$ cat src/rtl/nested_agen_pkg.sv
// Shared types and helpers for the nested address generator.
// States, state width and config sanitising live here.
package nested_agen_pkg;

    localparam int STATE_W = 2;

    typedef enum logic [STATE_W-1:0] {
        ST_IDLE = 2'd0,
        ST_RUN  = 2'd1,
        ST_DONE = 2'd2
    } state_e;

    // A zero bound or step would stall or never wrap; treat it as one.
    function automatic logic [31:0] sanitise(input logic [31:0] v);
        return (v == 32'd0) ? 32'd1 : v;
    endfunction

endpackage

$ cat src/rtl/nested_agen_dim.sv
// One dimension of the nested counter: index register and wrap logic.
// carry_in means all inner dims wrap; carry_out extends that to this dim.
module nested_agen_dim
    import nested_agen_pkg::*;
#(
    parameter int WIDTH = 8
) (
    input  logic             clk,
    input  logic             rst,
    input  logic             clr,
    input  logic             adv,
    input  logic             carry_in,
    input  logic [WIDTH-1:0] max,
    input  logic [WIDTH-1:0] step,
    output logic [WIDTH-1:0] idx,
    output logic             carry_out
);

    logic [WIDTH-1:0] idx_q;
    logic [WIDTH-1:0] idx_d;
    logic [WIDTH:0]   sum;
    logic             wrap_raw;

    // Wider sum so idx+step never overflows before the bound compare.
    always_comb begin
        sum       = {1'b0, idx_q} + {1'b0, step};
        wrap_raw  = (sum >= {1'b0, max});
        carry_out = carry_in & wrap_raw;
    end

    // Next index: clear, advance on carry, or hold.
    always_comb begin
        idx_d = idx_q;
        if (clr) begin
            idx_d = '0;
        end else if (adv && carry_in) begin
            idx_d = wrap_raw ? '0 : sum[WIDTH-1:0];
        end
    end

    // Index register.
    always_ff @(posedge clk) begin
        if (rst) idx_q <= '0;
        else     idx_q <= idx_d;
    end

    assign idx = idx_q;

endmodule

$ cat src/rtl/nested_addr_gen.sv
// Multi-dimensional address generator: nested counters plus stride MAC.
// Optional NESTED_AGEN_WRAP_FLAGS_EN adds a per-dimension wrap output.
module nested_addr_gen
    import nested_agen_pkg::*;
#(
    parameter int WIDTH  = 8,
    parameter int DIMS   = 3,
    parameter int ADDR_W = 16
) (
    input  logic                     clk,
    input  logic                     rst,
    input  logic                     cfg_ld,
    input  logic [DIMS*WIDTH-1:0]    cfg_max,
    input  logic [DIMS*WIDTH-1:0]    cfg_step,
    input  logic [DIMS*ADDR_W-1:0]   cfg_stride,
    input  logic [ADDR_W-1:0]        cfg_base,
    input  logic                     start,
    input  logic                     clr,
    input  logic                     stall,
    input  logic                     out_ready,
    output logic                     out_valid,
    output logic [ADDR_W-1:0]        out_addr,
    output logic                     out_last,
    output logic [DIMS*WIDTH-1:0]    idx,
    output logic                     busy,
`ifdef NESTED_AGEN_WRAP_FLAGS_EN
    output logic [DIMS-1:0]          wrap,
`endif
    output logic                     done
);

    localparam int MW = ADDR_W + WIDTH;

    state_e state_q, state_d;

    logic [DIMS-1:0][WIDTH-1:0]  max_q, max_d;
    logic [DIMS-1:0][WIDTH-1:0]  step_q, step_d;
    logic [DIMS-1:0][ADDR_W-1:0] stride_q, stride_d;
    logic [ADDR_W-1:0]           base_q, base_d;

    logic [DIMS-1:0][WIDTH-1:0]  dim_idx;
    logic [DIMS-1:0][ADDR_W-1:0] term;
    logic [DIMS:0]               carry;
    logic                        idx_clr;
    logic                        adv;
    logic                        accept;
    logic                        all_wrap;

    assign carry[0] = 1'b1;
    assign all_wrap = carry[DIMS];

    genvar g;
    generate
        for (g = 0; g < DIMS; g++) begin : g_dim
            nested_agen_dim #(.WIDTH(WIDTH)) u_dim (
                .clk       (clk),
                .rst       (rst),
                .clr       (idx_clr),
                .adv       (adv),
                .carry_in  (carry[g]),
                .max       (max_q[g]),
                .step      (step_q[g]),
                .idx       (dim_idx[g]),
                .carry_out (carry[g+1])
            );
            assign idx[g*WIDTH +: WIDTH] = dim_idx[g];
            assign term[g] = ADDR_W'(MW'(dim_idx[g]) * MW'(stride_q[g]));
`ifdef NESTED_AGEN_WRAP_FLAGS_EN
            assign wrap[g] = out_valid & carry[g+1];
`endif
        end
    endgenerate

    // Handshake and status outputs; clr and stall suppress beats and done.
    always_comb begin
        busy      = (state_q == ST_RUN);
        out_valid = busy && !stall && !clr;
        accept    = out_valid && out_ready;
        out_last  = out_valid && all_wrap;
        done      = (state_q == ST_DONE) && !stall && !clr;
    end

    // Linear address: base plus truncated index*stride terms.
    always_comb begin
        out_addr = base_q;
        for (int d = 0; d < DIMS; d++) begin
            out_addr = out_addr + term[d];
        end
    end

    // FSM next state, config capture and counter control.
    always_comb begin
        state_d  = state_q;
        max_d    = max_q;
        step_d   = step_q;
        stride_d = stride_q;
        base_d   = base_q;
        idx_clr  = 1'b0;
        adv      = 1'b0;
        if (clr) begin
            state_d = ST_IDLE;
            idx_clr = 1'b1;
        end else if (!stall) begin
            unique case (state_q)
                ST_IDLE: begin
                    if (cfg_ld) begin
                        for (int d = 0; d < DIMS; d++) begin
                            max_d[d] = WIDTH'(sanitise(
                                32'(cfg_max[d*WIDTH +: WIDTH])));
                            step_d[d] = WIDTH'(sanitise(
                                32'(cfg_step[d*WIDTH +: WIDTH])));
                            stride_d[d] = cfg_stride[d*ADDR_W +: ADDR_W];
                        end
                        base_d = cfg_base;
                    end else if (start) begin
                        idx_clr = 1'b1;
                        state_d = ST_RUN;
                    end
                end
                ST_RUN: begin
                    if (accept) begin
                        adv = 1'b1;
                        if (all_wrap) state_d = ST_DONE;
                    end
                end
                ST_DONE: begin
                    state_d = ST_IDLE;
                end
                default: begin
                    state_d = ST_IDLE;
                end
            endcase
        end
    end

    // State and config registers.
    always_ff @(posedge clk) begin
        if (rst) begin
            state_q  <= ST_IDLE;
            max_q    <= '0;
            step_q   <= '0;
            stride_q <= '0;
            base_q   <= '0;
        end else begin
            state_q  <= state_d;
            max_q    <= max_d;
            step_q   <= step_d;
            stride_q <= stride_d;
            base_q   <= base_d;
        end
    end

endmodule

$ cat config.mk
export PLATFORM = sky130hd
export DESIGN_NAME = nested_addr_gen
export DESIGN_NICKNAME = d
export VERILOG_FILES = /design/src/rtl/nested_agen_pkg.sv /design/src/rtl/nested_agen_dim.sv /design/src/rtl/nested_addr_gen.sv
export SDC_FILE = /design/constraint.sdc
export NUM_CORES = 1
export LEC_CHECK = 0
export ABC_AREA = 0
export CELL_PAD_IN_SITES_DETAIL_PLACEMENT = 1
export CELL_PAD_IN_SITES_GLOBAL_PLACEMENT = 1
export CORE_AREA = 4 4 190 192
export CTS_BUF_LIST = sky130_fd_sc_hd__clkbuf_4 sky130_fd_sc_hd__clkbuf_8
export DETAILED_ROUTE_END_ITERATION = 10
export DIE_AREA = 0 0 194 196
export GPL_ROUTABILITY_DRIVEN = 0
export PLACE_DENSITY = 0.84
export REMOVE_ABC_BUFFERS = 1
export SKIP_CTS_REPAIR_TIMING = 1
export SLEW_MARGIN = 5
export SYNTH_ARGS = -nofsm -noshare
export SYNTH_HDL_FRONTEND = slang
export SYNTH_SLANG_ARGS = --single-unit
$ cat constraint.sdc
create_clock -name clk -period 16.6 [get_ports clk]
set_input_delay 2.49 -clock clk [delete_from_list [all_inputs] [get_ports clk]]
set_output_delay 2.49 -clock clk [all_outputs]
set_load 0.02 [all_outputs]
==> impl_metrics.json <==
{
  "antenna_found_initial": 0,
  "ys_ff_latch": 138,
  "worstPathCellList": "and2_1 -> fa_1 -> ha_1 -> inv_1 -> fa_1 -> fa_1 -> inv_1 -> fa_1 -> fa_1 -> inv_1 -> fa_1 -> inv_1 -> ha_1 -> a21o_1 -> a21oi_1 -> o21bai_1 -> a21o_1 -> a41oi_1 -> o21ai_0 -> a21oi_1 -> xnor2_1 -> clkdlybuf4s50_1",
  "finalCritPeriodShare": 0.608,
  "synthDistinctLibCells": 51,
  "nNetsFinal": 2348,
  "async_flop_share": 0,
  "wire_per_inst_um": 19.2,
  "skew_ns": 0.0285,
  "cpMostUsedCell": "fa_1",
  "syn_area_um2": 15300,
  "insertion_delay_ns": 0.50,
  "start_util": 0.445,
  "fin_total_pwr_uw": 770,
  "wirelength_um": 45000,
  "io_pins": 163,
  "hold_slack_ns": 0.457,
  "place_inst": 2312,
  "crit_slowest_cell": "dfxtp_1",
  "numCtsBuffers": 17,
  "synth.yosys.warnings": 0,
  "syn_area_per_cell_um2": 8.62,
  "root_buffer": "clkbuf_8",
  "cts_sinks": 138,
  "num_rows": 68,
  "crit_arrival_ns": 7.61,
  "synth_most_common_cell": "nand2_1",
  "rsz0062_at_grt": "false",
  "critPathRequiredTime_ns": 14.11,
  "synth_top_cell_area_share": 0.320,
  "synth_common_cells": "nand2_1, inv_1, fa_1",
  "status": "complete, no violations",
  "fp.dieArea_um2": 38000,
  "ant_nets": 0,
  "setup_violations": 0,
  "first_pass_iters": 4,
  "synth_flop_cell": "dfxtp_1",
  "cap_violations": 0,
  "cts.htree.levels": 4,
  "clk_pin_slew_ns": 0.09,
  "io_buffer_count": 162,
  "die_h_um": 196,
  "vias": 12300,
  "syn2layout_area_growth_pct": 15.2,
  "seq_area_frac_synth": 0.181,
  "startpoint_type": "register",
  "grt_use_total": 0.239,
  "overflow": 0,
  "fmax_ghz": 0.0991,
  "grt_max_degree": 107,
  "ir_drop_mv": 0.0559,
  "synth_edf_count": 0,
  "drc": 0,
  "crit_type": "register to primary output",
  "synth_largest_area_cell": "fa_1",
  "fin_crit_ns": 10.10,
  "first_global_vias": 14200,
  "clockBufferDepth": 2,
  "hold_violations": 0,
  "routed_via_density": 5.23,
  "fin_setup_tns_ns": 0,
  "diodes": 0,
  "max_stage_delay_ns": 0.84,
  "holdCritPathClass": "register to register",
  "slew_headroom": 0.237,
  "dp_hpwl_um": 35900,
  "stdcell_count": 2344,
  "layout-drive-gt1-share": 0.0302,
  "drv_slew": 0,
  "max_slew.worst_pin.slew_ns": 1.14,
  "synthTopCellsByArea": "fa_1, dfxtp_1, nand2_1, ha_1, inv_1",
  "drtIter0Drc": 541,
  "placeableCoreArea_um2": 34400,
  "crit_path_end_kind": "primary output",
  "die_x_um": 194,
  "grt_pass1_wl_um": 73100,
  "p_per_area_nw_per_um2": 43.7,
  "p_leak_nw": 7.82,
  "netlist_instances": 1773,
  "cp_max_fo": 19,
  "cts_tree": "built"
}
-- metrics by stage --
step | setup WS, ns | util | area (µm²)
4_1_cts | 6.46 | 0.512 | 17600
5_1_grt | 6.14 | 0.512 | 17600
6_report | 6.50 | 0.512 | 17600
3_5_place_dp | 7.01 | 0.500 | 17200
3_3_place_gp | 7.29 | 0.500 | 17200
2_1_floorplan | 8.22 | - | 14900
-- worst max-delay path: cells and delay by family, from the launching register on --
family	cells	cell delay [ns]
adder cells (fa/ha/maj)	8	3.55
AO/OA/AOI/OAI	7	1.43
buffers and inverters	5	0.86
flip-flops	1	0.84
AND/OR/NAND/NOR	1	0.28
XOR/XNOR	1	0.15
-- worst paths after layout --
kind	start	to	slack, ns	cells after the start
worst max-delay path	g_dim[2].u_dim.idx[1]$_SDFFE_PP0P_	out_addr[14]	6.50	22
worst min-delay path	max_q[18]$_SDFFE_PP0P_	max_q[18]$_SDFFE_PP0P_	0.46	2
worst max register to register	g_dim[0].u_dim.idx[1]$_SDFFE_PP0P_	g_dim[0].u_dim.idx[2]$_SDFFE_PP0P_	12.33	17
worst min register to register	max_q[18]$_SDFFE_PP0P_	max_q[18]$_SDFFE_PP0P_	0.46	2
-- area by class of cell --
class	instances	area, µm²
multi-input combinational	1263	11100
sequential	138	2760
timing repair buffer	166	1650
clock inverter	12	161
inverter	290	1090
fill	4053	16800
clock buffer	20	269
tap	455	569
-- kinds of logic after synthesis --
group | share of synthesized area
AND/OR/NAND/NOR | 0.185
AO/OA/AOI/OAI | 0.0879
flip-flops | 0.181
XOR/XNOR | 0.0441
adder cells (fa/ha/maj) | 0.409
buffers and inverters | 0.0935
-- power breakdown --
part           switching (mW)  leakage [nW]  internal (mW)
combinational          0.0497          6.49         0.0494
sequential             0.0131          1.12          0.340
clock                   0.158         0.215          0.160
total                   0.220          7.82          0.550
-- registers in the layout, indices dropped and copies added (netlist names) --
register / flops
stride_q: 48
g_dim.u_dim.idx: 24
max_q: 24
step_q: 24
base_q: 16
state_q: 2
-- cells in the final DEF (no fill, tap or decap), types with 7 or more instances in the layout --
cell type,netlist,routed
o22ai_1,7,7
ha_1,109,109
a21o_1,19,19
dfxtp_1,138,138
a22oi_1,14,14
nand2_1,381,381
clkbuf_8,0,19
xor2_1,17,17
inv_1,290,290
fa_1,244,244
o41ai_1,7,7
clkdlybuf4s50_1,0,161
nor2_1,36,36
and2_1,151,151
o21ai_0,10,10
nand3_2,9,9
xnor2_1,60,60
a21oi_1,128,128
-- routing by layer --
layer	GRT usage	wire (µm)
met1	0.265	17300
met2	0.455	24200
met3	0.0364	1480
met4	0.104	1970
met5	0	0
Power figures use the tool's default switching activity.
